==> config.mk <==
export PLATFORM = sky130hd
export DESIGN_NAME = operand_fetch
export DESIGN_NICKNAME = d
export VERILOG_FILES = /design/src/rtl/operand_fetch.sv
export SDC_FILE = /design/constraint.sdc
export NUM_CORES = 1
export LEC_CHECK = 0
export ABC_AREA = 1
export BUFFER_PORTS_ARGS = -buffer_cell sky130_fd_sc_hd__buf_2
export CORE_MARGIN = 5
export CORE_UTILIZATION = 60
export CTS_CLUSTER_SIZE = 14
export DETAILED_ROUTE_END_ITERATION = 12
export GPL_ROUTABILITY_DRIVEN = 0
export PLACE_DENSITY = 0.85
export SLEW_MARGIN = 20
export SYNTH_ARGS = -nofsm -noshare
export SYNTH_HDL_FRONTEND = slang
export SYNTH_SLANG_ARGS = --single-unit
==> constraint.sdc <==
create_clock -name clk -period 2.3 [get_ports clk]
set_clock_uncertainty 0.1 [all_clocks]
set_input_delay 0.115 -clock clk [delete_from_list [all_inputs] [get_ports clk]]
set_output_delay 0.115 -clock clk [all_outputs]
set_load 0.03 [all_outputs]
==> src/rtl/operand_fetch.sv <==
// Operand-fetch stage: reads the 4-entry physical register file (with write-back
// bypass), tracks in-flight producers in a per-register scoreboard, stalls on
// RAW/WAW hazards, and drives a registered valid/ready handshake to execute.
module operand_fetch #(
  parameter int DATA_W = 8,
  parameter int OP_W   = 4
) (
  input  logic              clk,
  input  logic              reset,
  input  logic              in_valid,
  output logic              in_ready,
  input  logic [1:0]        in_rs_a,
  input  logic [1:0]        in_rs_b,
  input  logic [1:0]        in_rd,
  input  logic              in_rd_we,
  input  logic [OP_W-1:0]   in_op,
  output logic              out_valid,
  input  logic              out_ready,
  output logic [DATA_W-1:0] out_a,
  output logic [DATA_W-1:0] out_b,
  output logic [1:0]        out_rd,
  output logic              out_rd_we,
  output logic [OP_W-1:0]   out_op,
  input  logic              wb_valid,
  input  logic [1:0]        wb_rd,
  input  logic [DATA_W-1:0] wb_data
);

  localparam int NREG = 4;

  logic [NREG-1:0][DATA_W-1:0] rf_q, rf_d;
  logic [NREG-1:0]             pend_q, pend_d;

  logic              vld_q, vld_d;
  logic [DATA_W-1:0] a_q, a_d, b_q, b_d;
  logic [1:0]        rd_q, rd_d;
  logic              we_q, we_d;
  logic [OP_W-1:0]   op_q, op_d;

  logic              wb_hit_a, wb_hit_b, wb_hit_d;
  logic              haz_a, haz_b, haz_d;
  logic              accept;
  logic [DATA_W-1:0] opnd_a, opnd_b;

  // Hazard detection; a write-back landing this cycle resolves the pending
  // producer, so it also lifts the stall and feeds the bypass mux.
  always_comb begin
    wb_hit_a = wb_valid && (wb_rd == in_rs_a);
    wb_hit_b = wb_valid && (wb_rd == in_rs_b);
    wb_hit_d = wb_valid && (wb_rd == in_rd);
    haz_a    = pend_q[in_rs_a] && !wb_hit_a;
    haz_b    = pend_q[in_rs_b] && !wb_hit_b;
    haz_d    = in_rd_we && pend_q[in_rd] && !wb_hit_d;
    in_ready = (!vld_q || out_ready) && !(haz_a || haz_b || haz_d);
    accept   = in_valid && in_ready;
    opnd_a   = wb_hit_a ? wb_data : rf_q[in_rs_a];
    opnd_b   = wb_hit_b ? wb_data : rf_q[in_rs_b];
  end

  // Regfile write and scoreboard update; a new producer's set beats the
  // clear from an older producer's write-back on the same index.
  always_comb begin
    rf_d   = rf_q;
    pend_d = pend_q;
    if (wb_valid) begin
      rf_d[wb_rd]   = wb_data;
      pend_d[wb_rd] = 1'b0;
    end
    if (accept && in_rd_we) pend_d[in_rd] = 1'b1;
  end

  // Output register: load on accept, drop valid after a transfer, else hold.
  always_comb begin
    vld_d = vld_q;
    a_d   = a_q;
    b_d   = b_q;
    rd_d  = rd_q;
    we_d  = we_q;
    op_d  = op_q;
    if (accept) begin
      vld_d = 1'b1;
      a_d   = opnd_a;
      b_d   = opnd_b;
      rd_d  = in_rd;
      we_d  = in_rd_we;
      op_d  = in_op;
    end else if (vld_q && out_ready) begin
      vld_d = 1'b0;
    end
  end

  // State registers; reset clears regs, scoreboard and any in-flight output.
  always_ff @(posedge clk) begin
    if (reset) begin
      rf_q   <= '0;
      pend_q <= '0;
      vld_q  <= 1'b0;
      a_q    <= '0;
      b_q    <= '0;
      rd_q   <= '0;
      we_q   <= 1'b0;
      op_q   <= '0;
    end else begin
      rf_q   <= rf_d;
      pend_q <= pend_d;
      vld_q  <= vld_d;
      a_q    <= a_d;
      b_q    <= b_d;
      rd_q   <= rd_d;
      we_q   <= we_d;
      op_q   <= op_d;
    end
  end

  assign out_valid = vld_q;
  assign out_a     = a_q;
  assign out_b     = b_q;
  assign out_rd    = rd_q;
  assign out_rd_we = we_q;
  assign out_op    = op_q;

endmodule

Word level (Yosys, flattened, before mapping)
Cells that the tools add are included.
W data, S select, Z words.
- $lt $le $gt $ge: 6
- eq/ne operators: 3
- mux-type cells: 23
- reduce and logical (&&, ||, !) cells: 22
- bitwise gates (word level): 3
- operator list (kind ; count):
    $mux W8 ; 5
    $bmux W8 S2 ; 2
    $bwmux W32 ; 1
    $demux W8 S2 ; 1
    $logic_and A1 B1 Y1 ; 13
    $lt A2 B3 Y1 const B ; 4
    $mux W4 ; 2
    $mux W1 ; 7
    $bmux W1 S2 ; 3
    $eq A2 B2 Y1 ; 3
    $logic_not A1 Y1 ; 5
    $and A4 B4 Y4 ; 1
    $demux W1 S2 ; 2
    $ge A2 B1 Y1 const B ; 2
    $not A4 Y4 ; 1
    $or A4 B4 Y4 ; 1
    $logic_or A1 B1 Y1 ; 3
    $reduce_bool A2 Y1 ; 1
- input port bits: 26
- register bits: 60
- output and inout bits: 25
- word-level logic and storage cells: 68

Depth between registers and ports, before layout
- depth in word-level cells: 11
- depth in mapped cells: 13
- mapped depth without buffers: 11

Worst setup path after synthesis
No wires, ideal clock.
- kind: input to register
- start: input wb_rd[1]
- end: register a_q[5], in the netlist out_a[5]
- arrival time: 1302 ps
- path buffers: 3
- required time: 2130 ps
- library setup time: 70 ps
- slack: 827 ps
- stages: 12
- cells stage by stage: buf_2 -> nand2_1 -> nand2_1 -> nor2_2 -> nand2_2 -> nand2_1 -> nand3_2 -> nor2_4 -> buf_6 -> buf_6 -> nand3_1 -> a21oi_1
- longest elaborated chain between the ends: 9
- elaborated cells between the ends (all ways): 18
- those cells by class: 3 x eq/ne; 1 x mux; 14 x reduce/logical
- ends and longest elaborated chain (item ; RTL line ; source):
    from (decl) ; 25 ; input logic [1:0] wb_rd,
    $eq A2 B2 Y1 (on tied branches) ; 48, 49 ;
    $logic_and A1 B1 Y1 (on tied branches) ; 48, 49 ;
    $logic_not A1 Y1 (on tied branches) ; 51, 52 ;
    $logic_and A1 B1 Y1 (on tied branches) ; 51, 52 ;
    $logic_or A1 B1 Y1 ; 54 ; in_ready = (!vld_q || out_ready) && !(haz_a || haz_b || haz_d);
    $logic_or A1 B1 Y1 (*) ; 54 ;
    $logic_not A1 Y1 (*) ; 54 ;
    $logic_and A1 B1 Y1 (*) ; 54 ;
    net in_ready ; 11 ; output logic in_ready,
    $logic_and A1 B1 Y1 (*) ; 55 ; accept = in_valid && in_ready;
    to (signal assigned) ; 98 ; a_q <= '0;
    to (signal assigned) ; 107 ; a_q <= a_d;
    to (decl) ; 35 ; logic [DATA_W-1:0] a_q, a_d, b_q, b_d;
The timed path passes the listed nets; every way through them passes the cells marked *.
A chain may end at the register's enable or synchronous reset.

Worst setup path after layout
- start: register pend_q[0]
- end: output in_ready
- longest elaborated chain between the ends: 7
- elaborated cells between the ends (all ways): 14
- those cells by class: 6 x mux; 8 x reduce/logical
- ends and longest elaborated chain (item ; RTL line ; source):
    from (decl) ; 32 ; logic [NREG-1:0] pend_q, pend_d;
    from (signal assigned) ; 105 ; pend_q <= pend_d;
    $bmux W1 S2 (on tied branches) ; 51, 52, 53 ;
    $mux W1 (on tied branches) ; 51, 52, 53 ;
    $logic_and A1 B1 Y1 (on tied branches) ; 51, 52, 53 ;
    $logic_or A1 B1 Y1 or $logic_and A1 B1 Y1 (tied branches) ; 54, 53 ;
    $logic_or A1 B1 Y1 (*) ; 54 ;
    $logic_not A1 Y1 (*) ; 54 ;
    $logic_and A1 B1 Y1 (*) ; 54 ;
    to (decl) ; 11 ;
Every way passes the cells marked *; elsewhere a longest branch is shown, timed or not. The select of a mux whose other input is x is not followed.

==> metrics.txt <==
status=finished, final reports clean; # DRC=0; GR peak layer=met2; clk slew on worst S/H paths=70 ps; CTS buffer count=9; Area Growth Syn to Fin=19.2%; drt first pass iters=6; unrepaired setup endpoints after global routing=false; Yosys top cell area share=39.3%; Worst Setup EP=in_ready; Seq/Total Area, Yosys=39.3%; FF-to-FF setup slack=630 ps; largest family of logic cells by synthesized area=compound AO/OA/AOI/OAI gates; DR WL/cell=14.0 µm; placed cells=548; post-synthesis register bit count=60; CTS Sinks=60; postcts setup bufs=0; Synth area leaders=dfxtp_1, o21ai_0, a21oi_1; register area=1200 µm²; htree depth=3; cell count after synthesis=453; DR vias=3242; largest net degree at the start of global routing=33; compound-cell area share of the yosys netlist=29.4%; Non-Filler Instances=577; Total Power=2.69 mW; multi-input logic area=1500 µm²; average cell area after synthesis=6.74 µm²; maximum vdd drop=0.000595 V; first-pass GRT wire length=13400 µm; Finished Core Util=72.7%; Root Buffer=clkbuf_8; synth unique cells=25; fin crit period=1850 ps; Final nets=529; Pwr Density=738 nW/µm²; pre-CTS WS=460 ps; DP Wirelength=5320 µm; Critical R2R Capture=out_a[3]; Worst Hold Class=in2reg; port bufs=50; CTS tree=built; mux contribution to synthesized area=0%; met1 Use GR=32.8%; total of max-cap violations=0; Post-Synth Simple-Gate Area=19.3%; Slew HR=48.8%; setup TNS=0 ps; via/cell ratio=5.62; die height=81.3 µm; Resized cells post-CTS=0; final max-slew violation count=0; CTS Hold Buffers Added=14; final setup violation count=0; Die ar.=6610 µm²; Total GRT Usage=26.1%; Final Hold Viols=0; fin crit share=80.5%; CORE AREA=5010 µm²; Max Fclk=540 MHz; vias in the first global route=2917; Ys Warns=0; GR Layer Usage met2=42.6%; critical path type=reg2out; Final Cell Area=3640 µm²; num rows=26; FILL cells=432; R2R depth=8; XOR/XNOR Fraction of Synth Area=0.287%; Mapped Area=3050 µm²; Worst Path Required=2090 ps; adder-cell share of the synthesized area=0%; syn nets=479; CP Launch Point=pend_q[0]; remaining antenna violation count after routing=0; Die W=81.3 µm; worst setup margin=449 ps; Final Hold Slack=20.4 ps; Initial Util=60.9%; CTS max path bufs=2; Synth area leader=dfxtp_1; crit-path max FO=13; I/O pin cnt=51; Worst Setup End Kind=output port; grt total ovfl=0; Lkg Pwr=1.57 nW; placed cell area=3280 µm²; ANT cells=0; clk_lat worst skew=340 ps; worst slew pin tran=767 ps; CP arrival=1640 ps; final WL=8050 µm; crit path launch type=flop; global routing usage on met3=5.99%; initial DRC count=354; initial antenna violation count=0; share of cells above drive strength 1=17.8%; worst r2r src=pend_q[0]
[worst min-delay path by stage]
stage / startpoint / end / slack [ps] / cells past startpoint
3_5_place_dp: in_op[0] / out_op[0] / 290 / 3
6_report: in_rd[0] / out_rd[0] / 20 / 3
5_1_grt: in_rd[0] / out_rd[0] / 20 / 3
2_1_floorplan: in_rd_we / pend_q[0] / 180 / 2
3_3_place_gp: in_op[0] / out_op[0] / 290 / 3
4_1_cts: in_rd[0] / out_rd[0] / 9 / 3
[cells in the mapped netlist (all sizes together)]
cell    count
or2         1
a21oi      86
nand3      33
clkbuf     17
nand4       4
xnor2       1
dfxtp      60
nand2      78
nor3        1
o21ai      92
inv        48
buf        16
nor2       16
[registers in the layout, summed over array words and instances, names as in the netlist]
| name | cells |
|---|---|
| out_b | 8 |
| out_valid | 1 |
| pend_q | 4 |
| out_rd_we | 1 |
| out_op | 4 |
| rf_q | 32 |
| out_a | 8 |
| out_rd | 2 |
[power by group]
part           internal, mW  leakage, nW  switching (mW)
clock network         0.661        0.111           0.413
registers              1.10        0.490          0.0327
logic                 0.159        0.964           0.320
total                  1.92         1.57           0.766
[layout by cell type (no fill, tap or decap)]
| master | count |
|---|---|
| o21ai_0 | 90 |
| buf_4 | 8 |
| nor2_4 | 1 |
| a21oi_2 | 1 |
| dfxtp_1 | 60 |
| a21oi_1 | 85 |
| nor3_1 | 1 |
| dlygate4sd3_1 | 14 |
| inv_2 | 7 |
| buf_2 | 50 |
| bufinv_16 | 2 |
| nand2_1 | 75 |
| nand4_1 | 4 |
| nand3_4 | 1 |
| clkbuf_8 | 11 |
| nor2_1 | 14 |
| nand2_2 | 3 |
| nand3_1 | 31 |
| o21ai_1 | 1 |
| nor2_2 | 1 |
| o21ai_2 | 1 |
| xnor2_1 | 1 |
| or2_2 | 1 |
| clkinv_2 | 1 |
| inv_1 | 41 |
| nand3_2 | 1 |
| clkinvlp_4 | 1 |
[routing by layer]
| metal | up-vias | share of wire (%) |
|---|---|---|
| met4 | 0 | 2.4 |
| met2 | 149 | 49 |
| li1 | 1611 | - |
| met1 | 1463 | 41 |
| met5 | - | 0 |
| met3 | 19 | 8.0 |
[critical path, stage by stage (launching register included)]
cell and delay [ps]:
dfxtp_1 300, inv_1 100, nand2_1 70, nand3_1 80
nand2_1 70, nand2_2 70, nand3_2 90, nor2_4 110
buf_4 190, buf_2 220
[kinds of logic (layout without fill, tap and decap cells)]
logic type | count (synthesis) | after routing
xor+xnor | 1 | 1
compound gates | 178 | 178
buf+inv | 81 | 135
simple gates | 133 | 133
flops | 60 | 60
[area by class of cell]
| type | instances | area share (%) |
|---|---|---|
| Clock buffer | 11 | 4.16 |
| Clock inverter | 4 | 1.99 |
| Inverter | 48 | 4.95 |
| Multi-Input combinational cell | 312 | 41.1 |
| Sequential cell | 60 | 33.0 |
| Tap cell | 70 | 2.41 |
| Timing Repair Buffer | 72 | 12.4 |
No activity file was read; power rests on OpenSTA's default activity.
